$ cat config.mk
export PLATFORM = sky130hd
export DESIGN_NAME = enemy_laser_pool
export DESIGN_NICKNAME = d
export VERILOG_FILES = /design/src/rtl/game_pkg.sv /design/src/rtl/enemy_laser_slot.sv /design/src/rtl/enemy_laser_pool.sv
export SDC_FILE = /design/constraint.sdc
export NUM_CORES = 1
export LEC_CHECK = 0
export CELL_PAD_IN_SITES_DETAIL_PLACEMENT = 1
export CELL_PAD_IN_SITES_GLOBAL_PLACEMENT = 1
export CORE_MARGIN = 8
export CORE_UTILIZATION = 47
export DETAILED_ROUTE_END_ITERATION = 6
export PLACE_DENSITY = 0.86
export SETUP_SLACK_MARGIN = 0.2
export SYNTH_ARGS = -nofsm -noshare
export SYNTH_HDL_FRONTEND = slang
export SYNTH_SLANG_ARGS = --single-unit
$ cat constraint.sdc
create_clock -name frame_clk -period 8.8 [get_ports frame_clk]
set_input_delay 1.76 -clock frame_clk [delete_from_list [all_inputs] [get_ports frame_clk]]
set_output_delay 1.76 -clock frame_clk [all_outputs]
set_load 0.02 [all_outputs]
$ cat src/rtl/game_pkg.sv
// Shared game constants and types.
// Holds the screen extents, the player ship sprite size, and the position
// types used by the game blocks. A position is 10 bits; wide_t is the
// 11-bit type used for sums, so a position plus an offset cannot wrap.
package game_pkg;

  localparam int SCREEN_X_MAX = 639;
  localparam int SCREEN_Y_MAX = 479;
  localparam int PLAYERSHIP_W = 30;
  localparam int PLAYERSHIP_H = 30;

  typedef logic [9:0]  pos_t;
  typedef logic [10:0] wide_t;

endpackage

$ cat src/rtl/enemy_laser_slot.sv
// One enemy laser: X/Y/valid registers plus this laser's retire, hit and
// move logic for one frame.
// Ports:
//   frame_clk, Reset_n       frame clock, async active-low reset
//   spawn                    load spawn_x/spawn_y and become valid
//   spawn_x, spawn_y         spawn position
//   psx, psy                 player ship origin
//   laser_width/height       laser sprite size
//   laser_x, laser_y, valid  registered laser state
//   valid_next               valid as it will be after this edge
//   hit                      laser overlaps the player this frame
module enemy_laser_slot
  import game_pkg::*;
#(
  parameter int SPEED  = 6,
  parameter int AIMED  = 0,
  parameter int DRIFT  = 1,
  parameter int Y_MAX  = SCREEN_Y_MAX,
  parameter int MARGIN = 7,
  parameter int X_MAX  = SCREEN_X_MAX
) (
  input  logic frame_clk,
  input  logic Reset_n,
  input  logic spawn,
  input  pos_t spawn_x,
  input  pos_t spawn_y,
  input  pos_t psx,
  input  pos_t psy,
  input  pos_t laser_width,
  input  pos_t laser_height,
  output pos_t laser_x,
  output pos_t laser_y,
  output logic valid,
  output logic valid_next,
  output logic hit
);

  localparam wide_t RETIRE_ROW = wide_t'(Y_MAX - MARGIN);
  localparam wide_t SHIP_W     = wide_t'(PLAYERSHIP_W);
  localparam wide_t SHIP_H     = wide_t'(PLAYERSHIP_H);
  localparam wide_t SPEED_W    = wide_t'(SPEED);
  localparam wide_t DRIFT_W    = wide_t'(DRIFT);
  localparam wide_t X_MAX_W    = wide_t'(X_MAX);

  pos_t x_q, x_d, y_q, y_d;
  logic valid_q, valid_d;

  wide_t x_w, y_w, psx_w, psy_w, w_w, h_w;
  wide_t x_hi, x_step, x_moved;
  logic  retire, overlap;

  assign x_w   = {1'b0, x_q};
  assign y_w   = {1'b0, y_q};
  assign psx_w = {1'b0, psx};
  assign psy_w = {1'b0, psy};
  assign w_w   = {1'b0, laser_width};
  assign h_w   = {1'b0, laser_height};

  // Retire outranks hit, so a laser spawned inside the retire band is never
  // hit-checked.
  assign retire  = valid_q && (y_w + h_w >= RETIRE_ROW);
  assign overlap = (x_w <= psx_w + SHIP_W) && (x_w + w_w >= psx_w) &&
                   (y_w <= psy_w + SHIP_H) && (y_w + h_w >= psy_w);
  assign hit     = valid_q && !retire && overlap;

  // Drift toward the player only when at least DRIFT pixels away; the
  // subtraction branch cannot go negative, so only the right edge needs a
  // clamp.
  always_comb begin
    x_hi = (w_w > X_MAX_W) ? '0 : X_MAX_W - w_w;
    if (x_w >= psx_w + DRIFT_W)      x_step = x_w - DRIFT_W;
    else if (psx_w >= x_w + DRIFT_W) x_step = x_w + DRIFT_W;
    else                             x_step = x_w;
    x_moved = (x_step > x_hi) ? x_hi : x_step;
  end

  // NOTE: every always_comb output gets its default first so no path can
  // leave a value held, which would infer a latch.
  always_comb begin
    x_d     = x_q;
    y_d     = y_q;
    valid_d = valid_q;
    if (spawn) begin
      valid_d = 1'b1;
      x_d     = spawn_x;
      y_d     = spawn_y;
    end else if (valid_q) begin
      if (retire || hit) begin
        valid_d = 1'b0;
        x_d     = '0;
        y_d     = '0;
      end else begin
        y_d = pos_t'(y_w + SPEED_W);
        if (AIMED != 0) x_d = pos_t'(x_moved);
      end
    end
  end

  // NOTE: state registers use non-blocking assignments so every flop
  // samples the pre-edge values regardless of process ordering.
  always_ff @(posedge frame_clk or negedge Reset_n) begin
    if (!Reset_n) begin
      x_q     <= '0;
      y_q     <= '0;
      valid_q <= 1'b0;
    end else begin
      x_q     <= x_d;
      y_q     <= y_d;
      valid_q <= valid_d;
    end
  end

  assign laser_x    = x_q;
  assign laser_y    = y_q;
  assign valid      = valid_q;
  assign valid_next = valid_d;

endmodule

$ cat src/rtl/enemy_laser_pool.sv
// Enemy weapon: a pool of NUM_LASERS falling lasers fired by a registered
// LFSR shot request, throttled by a cooldown counter.
// Ports:
//   frame_clk, Reset_n        frame clock, async active-low reset
//   LFSR                      random value, 0 requests a shot
//   EX, EY, enemy_alive       enemy origin and fire enable
//   PSX, PSY                  player ship origin
//   laser_width/height        laser sprite size
//   laserX, laserY            packed per-slot positions, slot i at [10i+9:10i]
//   laser_valid               per-slot active flags
//   Phit                      one-frame pulse when any laser hit the player
//   active_count              number of active slots
module enemy_laser_pool
  import game_pkg::*;
#(
  parameter int NUM_LASERS = 4,
  parameter int SPEED      = 6,
  parameter int COOLDOWN   = 16,
  parameter int AIMED      = 0,
  parameter int DRIFT      = 1,
  parameter int SPAWN_DY   = 16,
  parameter int SPAWN_DX   = 2,
  parameter int Y_MAX      = SCREEN_Y_MAX,
  parameter int MARGIN     = 7,
  parameter int X_MAX      = SCREEN_X_MAX
) (
  input  logic                    frame_clk,
  input  logic                    Reset_n,
  input  logic [5:0]              LFSR,
  input  logic [9:0]              EX,
  input  logic [9:0]              EY,
  input  logic                    enemy_alive,
  input  logic [9:0]              PSX,
  input  logic [9:0]              PSY,
  input  logic [9:0]              laser_width,
  input  logic [9:0]              laser_height,
  output logic [10*NUM_LASERS-1:0] laserX,
  output logic [10*NUM_LASERS-1:0] laserY,
  output logic [NUM_LASERS-1:0]   laser_valid,
  output logic                    Phit,
  output logic [3:0]              active_count
);

  localparam logic [7:0] COOLDOWN_INIT = 8'(COOLDOWN);

  logic                  shoot_q, shoot_d;
  logic [7:0]            cooldown_q, cooldown_d;
  logic                  phit_q, phit_d;
  logic [3:0]            active_count_q, active_count_d;
  logic [NUM_LASERS-1:0] spawn_vec, slot_hit, valid_next;
  logic                  fire, found;
  pos_t                  spawn_x, spawn_y;

  assign spawn_x = pos_t'({1'b0, EX} + wide_t'(SPAWN_DX));
  assign spawn_y = pos_t'({1'b0, EY} + wide_t'(SPAWN_DY));

  for (genvar i = 0; i < NUM_LASERS; i++) begin : g_slot
    enemy_laser_slot #(
      .SPEED (SPEED),
      .AIMED (AIMED),
      .DRIFT (DRIFT),
      .Y_MAX (Y_MAX),
      .MARGIN(MARGIN),
      .X_MAX (X_MAX)
    ) u_slot (
      .frame_clk   (frame_clk),
      .Reset_n     (Reset_n),
      .spawn       (spawn_vec[i]),
      .spawn_x     (spawn_x),
      .spawn_y     (spawn_y),
      .psx         (PSX),
      .psy         (PSY),
      .laser_width (laser_width),
      .laser_height(laser_height),
      .laser_x     (laserX[10*i +: 10]),
      .laser_y     (laserY[10*i +: 10]),
      .valid       (laser_valid[i]),
      .valid_next  (valid_next[i]),
      .hit         (slot_hit[i])
    );
  end

  // Free slots are judged on the registered valid bits, so a slot retired
  // or hit this frame only becomes available next frame.
  always_comb begin
    shoot_d   = (LFSR == 6'd0);
    fire      = shoot_q && enemy_alive && (cooldown_q == 8'd0) && !(&laser_valid);
    spawn_vec = '0;
    found     = 1'b0;
    for (int i = 0; i < NUM_LASERS; i++) begin
      if (fire && !laser_valid[i] && !found) begin
        spawn_vec[i] = 1'b1;
        found        = 1'b1;
      end
    end

    if (fire)                     cooldown_d = COOLDOWN_INIT;
    else if (cooldown_q != 8'd0)  cooldown_d = cooldown_q - 8'd1;
    else                          cooldown_d = cooldown_q;

    phit_d         = |slot_hit;
    active_count_d = '0;
    for (int i = 0; i < NUM_LASERS; i++) begin
      active_count_d = active_count_d + 4'(valid_next[i]);
    end
  end

  always_ff @(posedge frame_clk or negedge Reset_n) begin
    if (!Reset_n) begin
      shoot_q        <= 1'b0;
      cooldown_q     <= '0;
      phit_q         <= 1'b0;
      active_count_q <= '0;
    end else begin
      shoot_q        <= shoot_d;
      cooldown_q     <= cooldown_d;
      phit_q         <= phit_d;
      active_count_q <= active_count_d;
    end
  end

  assign Phit         = phit_q;
  assign active_count = active_count_q;

endmodule

==> flow_results.org <==
** Run status
- Status :: completed

** Timing
- The number of max-slew violations in the final report is 0.
- Final Hold Viols :: 0
- For the pin with the worst max-slew slack, the measured transition is around 1.3 ns.
- Highest achievable clock rate :: 140.8 MHz
- Shortest period the worst path allows :: roughly 7 ns
- In this run the tightest slew margin relative to its limit is around 14%.
- Final critical-path share of the clock period :: 80.69%
- Setup clock skew after layout :: about 0.016 ns
- Setup violations remaining at the end of the flow were counted as 0.
- Setup total negative slack on the finished layout was measured at 0 ns.
- Unrepaired setup endpoints after global routing :: no

** Synth
- By area the synthesized netlist is led by sky130_fd_sc_hd__ha_1, sky130_fd_sc_hd__dfrtp_1, sky130_fd_sc_hd__xnor2_1.
- The synthesized design spends more area on one cell type than any other, namely sky130_fd_sc_hd__ha_1.
- Among all flip-flop cells after synthesis, the most frequent one is sky130_fd_sc_hd__dfrtp_1.
- Synthesis inferred just under 100 register bits.
- The share of the Yosys chip area taken by registers is roughly 20%.
- In this run the biggest area consumer among cell types represents a little over a quarter of the synthesized area.
- Async set-reset flop share out of synthesis :: 100.0%
- Mapped Nets :: about 1700
- Number of enable-type register cells in the synthesized netlist :: 0
- Synth Instances :: approximately 1400
- In this run the cell area of the synthesized design comes to approximately 12000 sq um.
- The netlist uses slightly above 80 different library cells.
- Yosys printed 0 warnings.
- A synthesized cell averages 8.729 sq um.

** GRT
- After global routing, the most crowded layer is met2.
- Number of global-route vias before repair :: roughly 13000
- Pin count of the biggest net entering global routing :: 79
- For this run, the total global-route usage over all layers was measured as approximately 29%.
- GRT met1 Usage :: between 30% and 40%
- Summed over all layers, the global routing overflow is 0.
- Met3 routing resource usage after global routing :: approximately 4.7%
- Met2 usage in global routing :: a little under half
- The first global-routing pass estimated 70.22 mm of wire.
- Number of antenna violations at the first check in global routing :: 0

** Setup path
- Class of the most critical setup path :: input pin to flip-flop
- Crit-path max FO :: 11
- Setup crit start kind :: input pin
- Standard cell with the maximum stage delay on the critical path :: sky130_fd_sc_hd__clkdlybuf4s50_1
- Nature of the critical path endpoint :: flip-flop
- For this run, the slowest stage of the critical path takes around 0.53 ns.
- Cells along the critical path :: clkdlybuf4s50_1, inv_1, fa_1, nor2b_1, o31a_1, o31ai_1, nand2b_1, a211oi_1, nor2_1, ha_1, or4_1, a21oi_1, o21ai_0, a311oi_1, a221oi_1, or2_1, o21ai_1, inv_1, fa_1, inv_1, ha_1, ha_1
- Required time of the worst setup path :: 9.04 ns
- Data on the critical path arrives at its endpoint at about 7.3 ns.

** Detailed routing
- In this run the remaining antenna-violating nets after routing total 0.
- After detailed routing, the average wire length per cell comes to ~25 microns.
- For this run, design rule violations remaining after detail routing come to 0.
- Count of TritonRoute iterations in the first routing pass :: 5
- Summed over all layers, the routed wires come to approximately 45 mm.
- Detail-routed via count per cell :: 6.361
- DRC marker count from the first detailed-route iteration :: 683
- The routed layout has roughly 12000 vias.

** Floorplanning
- After floorplanning, the core was divided into 58 placement rows.
- Die Wd :: roughly 180 microns
- Die boundary height :: around 180 microns
- Core area :: roughly 25000 sq um
- Initial core utilization :: a little under half
- The floorplan step defined a die boundary enclosing 30640 sq um.
- roughly 160 I/O pins were placed.

** Cells and area
- 0 antenna diodes ended up in the layout.
- Area Overhead vs Synth :: 18.16%
- Most frequent cells in the layout :: sky130_fd_sc_hd__ha_1, sky130_fd_sc_hd__clkdlybuf4s50_1, sky130_fd_sc_hd__inv_1
- After the last flow step, the layout net total stands at around 1800.
- Post-route cell area :: approximately 14000 sq um
- Cells with a size suffix above 1 make up between 2 and 3% of the layout.
- Leading cell type in the layout, fill and taps excluded :: sky130_fd_sc_hd__ha_1

** Placed design
- Input and output buffers added on the ports amount to approximately 160.
- Placed instance area :: 13740 sq um
- Detailed placement finished with a half-perimeter wire length of around 37 mm.
- Routability-driven placement finished with a final weighted congestion of about 0.93.

** Run
- Total of max-cap violations :: 0

** Power
- Total power density per cell area :: 117.0 nW/um^2
- Worst ir drop on vdd :: between 0.08 and 0.09 mV
- In this run the static leakage power is 6.493 nW.

** Min path
- Hold Path Class :: flip-flop to flip-flop

** Clocking
- TritonCTS clock tree :: yes
- In this run, CTS created clock tree buffers numbering 9.
- No sink is reached through more buffers than the 2 on the longest clock path.
- Total of hold buffers inserted after clock tree synthesis :: 0
- The number of setup buffers added after CTS is 0.
- The clock reaches the later pin of the worst-skew pair after 0.37 ns.
- Clock-pin transition on the worst setup and hold timing paths :: approximately 0.07 ns
- Post-CTS repair changed the size of 0 cells.
- The H-tree was split into 3 levels.
- The cell sitting at the root of the clock tree is a sky130_fd_sc_hd__clkbuf_16.
- Total clock sinks :: 97
power by group:
part	internal, W	switching [W]
registers	0.000479	0.0000685
logic	0.000296	0.000385
clock network	0.000210	0.000206
total	0.000985	0.000659
layout make-up:
type	instances	area (sq um)
tap	330	412.9
multi-input combinational	1141	8932
sequential	97	2427
timing repair buffer	160	1589
fill	2990	10990
inverter	100	375.4
clock inverter	6	72.57
clock buffer	10	239.0
flip-flops by register name (all words and copies together) (netlist names):
name / flops
Phit: 1
active_count: 3
cooldown_q: 8
g_slot.u_slot.laser_x: 40
g_slot.u_slot.laser_y: 40
g_slot.u_slot.valid: 4
shoot_q: 1
metal layers:
layer,vias to the layer above,wire length (microns)
met5,-,0
met4,0,1370
met3,86,2948
met2,421,21450
met1,5857,19570
li1,5365,-
Yosys cell counts (10+ instances only):
master / number
sky130_fd_sc_hd__nor2b_1: 20
sky130_fd_sc_hd__o21ai_0: 77
sky130_fd_sc_hd__o2bb2ai_1: 11
sky130_fd_sc_hd__nor2_1: 78
sky130_fd_sc_hd__nand4_1: 24
sky130_fd_sc_hd__a21o_1: 40
sky130_fd_sc_hd__o22ai_1: 25
sky130_fd_sc_hd__nand2b_1: 13
sky130_fd_sc_hd__a211oi_1: 29
sky130_fd_sc_hd__or3_1: 11
sky130_fd_sc_hd__xnor2_1: 71
sky130_fd_sc_hd__o21a_1: 20
sky130_fd_sc_hd__nor3_1: 31
sky130_fd_sc_hd__o21bai_1: 18
sky130_fd_sc_hd__xor2_1: 30
sky130_fd_sc_hd__nand2_1: 70
sky130_fd_sc_hd__and3_1: 12
sky130_fd_sc_hd__inv_1: 100
sky130_fd_sc_hd__a21oi_1: 88
sky130_fd_sc_hd__o211ai_1: 10
sky130_fd_sc_hd__mux2i_1: 18
sky130_fd_sc_hd__ha_1: 251
sky130_fd_sc_hd__o21ai_1: 13
sky130_fd_sc_hd__dfrtp_1: 97
sky130_fd_sc_hd__nand3_1: 57
worst paths after layout:
kind	depth (start not counted)	endpoint	slack, ns	startpoint
worst max-delay path	22	active_count[1]$_DFF_PN0_	1.70	laser_width[1]
worst min-delay path	1	cooldown_q[5]$_DFFE_PN0P_	0.49	cooldown_q[5]$_DFFE_PN0P_
worst max register to register	22	active_count[1]$_DFF_PN0_	3.22	g_slot[1].u_slot.laser_x[0]$_DFFE_PN0P_
worst min register to register	1	cooldown_q[5]$_DFFE_PN0P_	0.49	cooldown_q[5]$_DFFE_PN0P_
max in group asynchronous	2	g_slot[3].u_slot.laser_y[8]$_DFFE_PN0P_	6.22	Reset_n
min in group asynchronous	1	g_slot[2].u_slot.laser_x[0]$_DFFE_PN0P_	1.27	Reset_n
logic make-up (layout without fill, tap and decap cells):
kind of cell	after synthesis	after routing	synth area share [%]
simple gates	359	359	15.43
xor+xnor	101	101	7.441
other cells	1	1	0.03154
mux	20	20	1.821
flops	97	97	20.42
compound gates	400	400	22.48
fa+ha+maj	260	260	27.93
buf+inv	124	276	4.452
per-stage QoR:
stage / utilization, % / hold slack [ns] / setup slack (ns) / instances / total power (W)
floorplan: - / 0.4624 / 2.748 / 1362 / 0.0009715
global placement: 54.87 / 0.4870 / 1.639 / 1828 / 0.001181
detailed placement: 54.87 / 0.4906 / 1.403 / 1828 / 0.001222
CTS: 56.11 / 0.5038 / 1.671 / 1844 / 0.001639
global route: 56.11 / 0.5180 / 1.296 / 1844 / 0.001732
finish: 56.11 / 0.4941 / 1.699 / 1844 / 0.001644
critical path, delay by kind of cell:
| family | cells | cell delay (ns) |
|---|---|---|
| compound gates | 8 | 2.05 |
| fa+ha+maj | 5 | 1.40 |
| simple gates | 5 | 1.19 |
| buf+inv | 4 | 0.95 |
(Power assumes the default switching activity.)
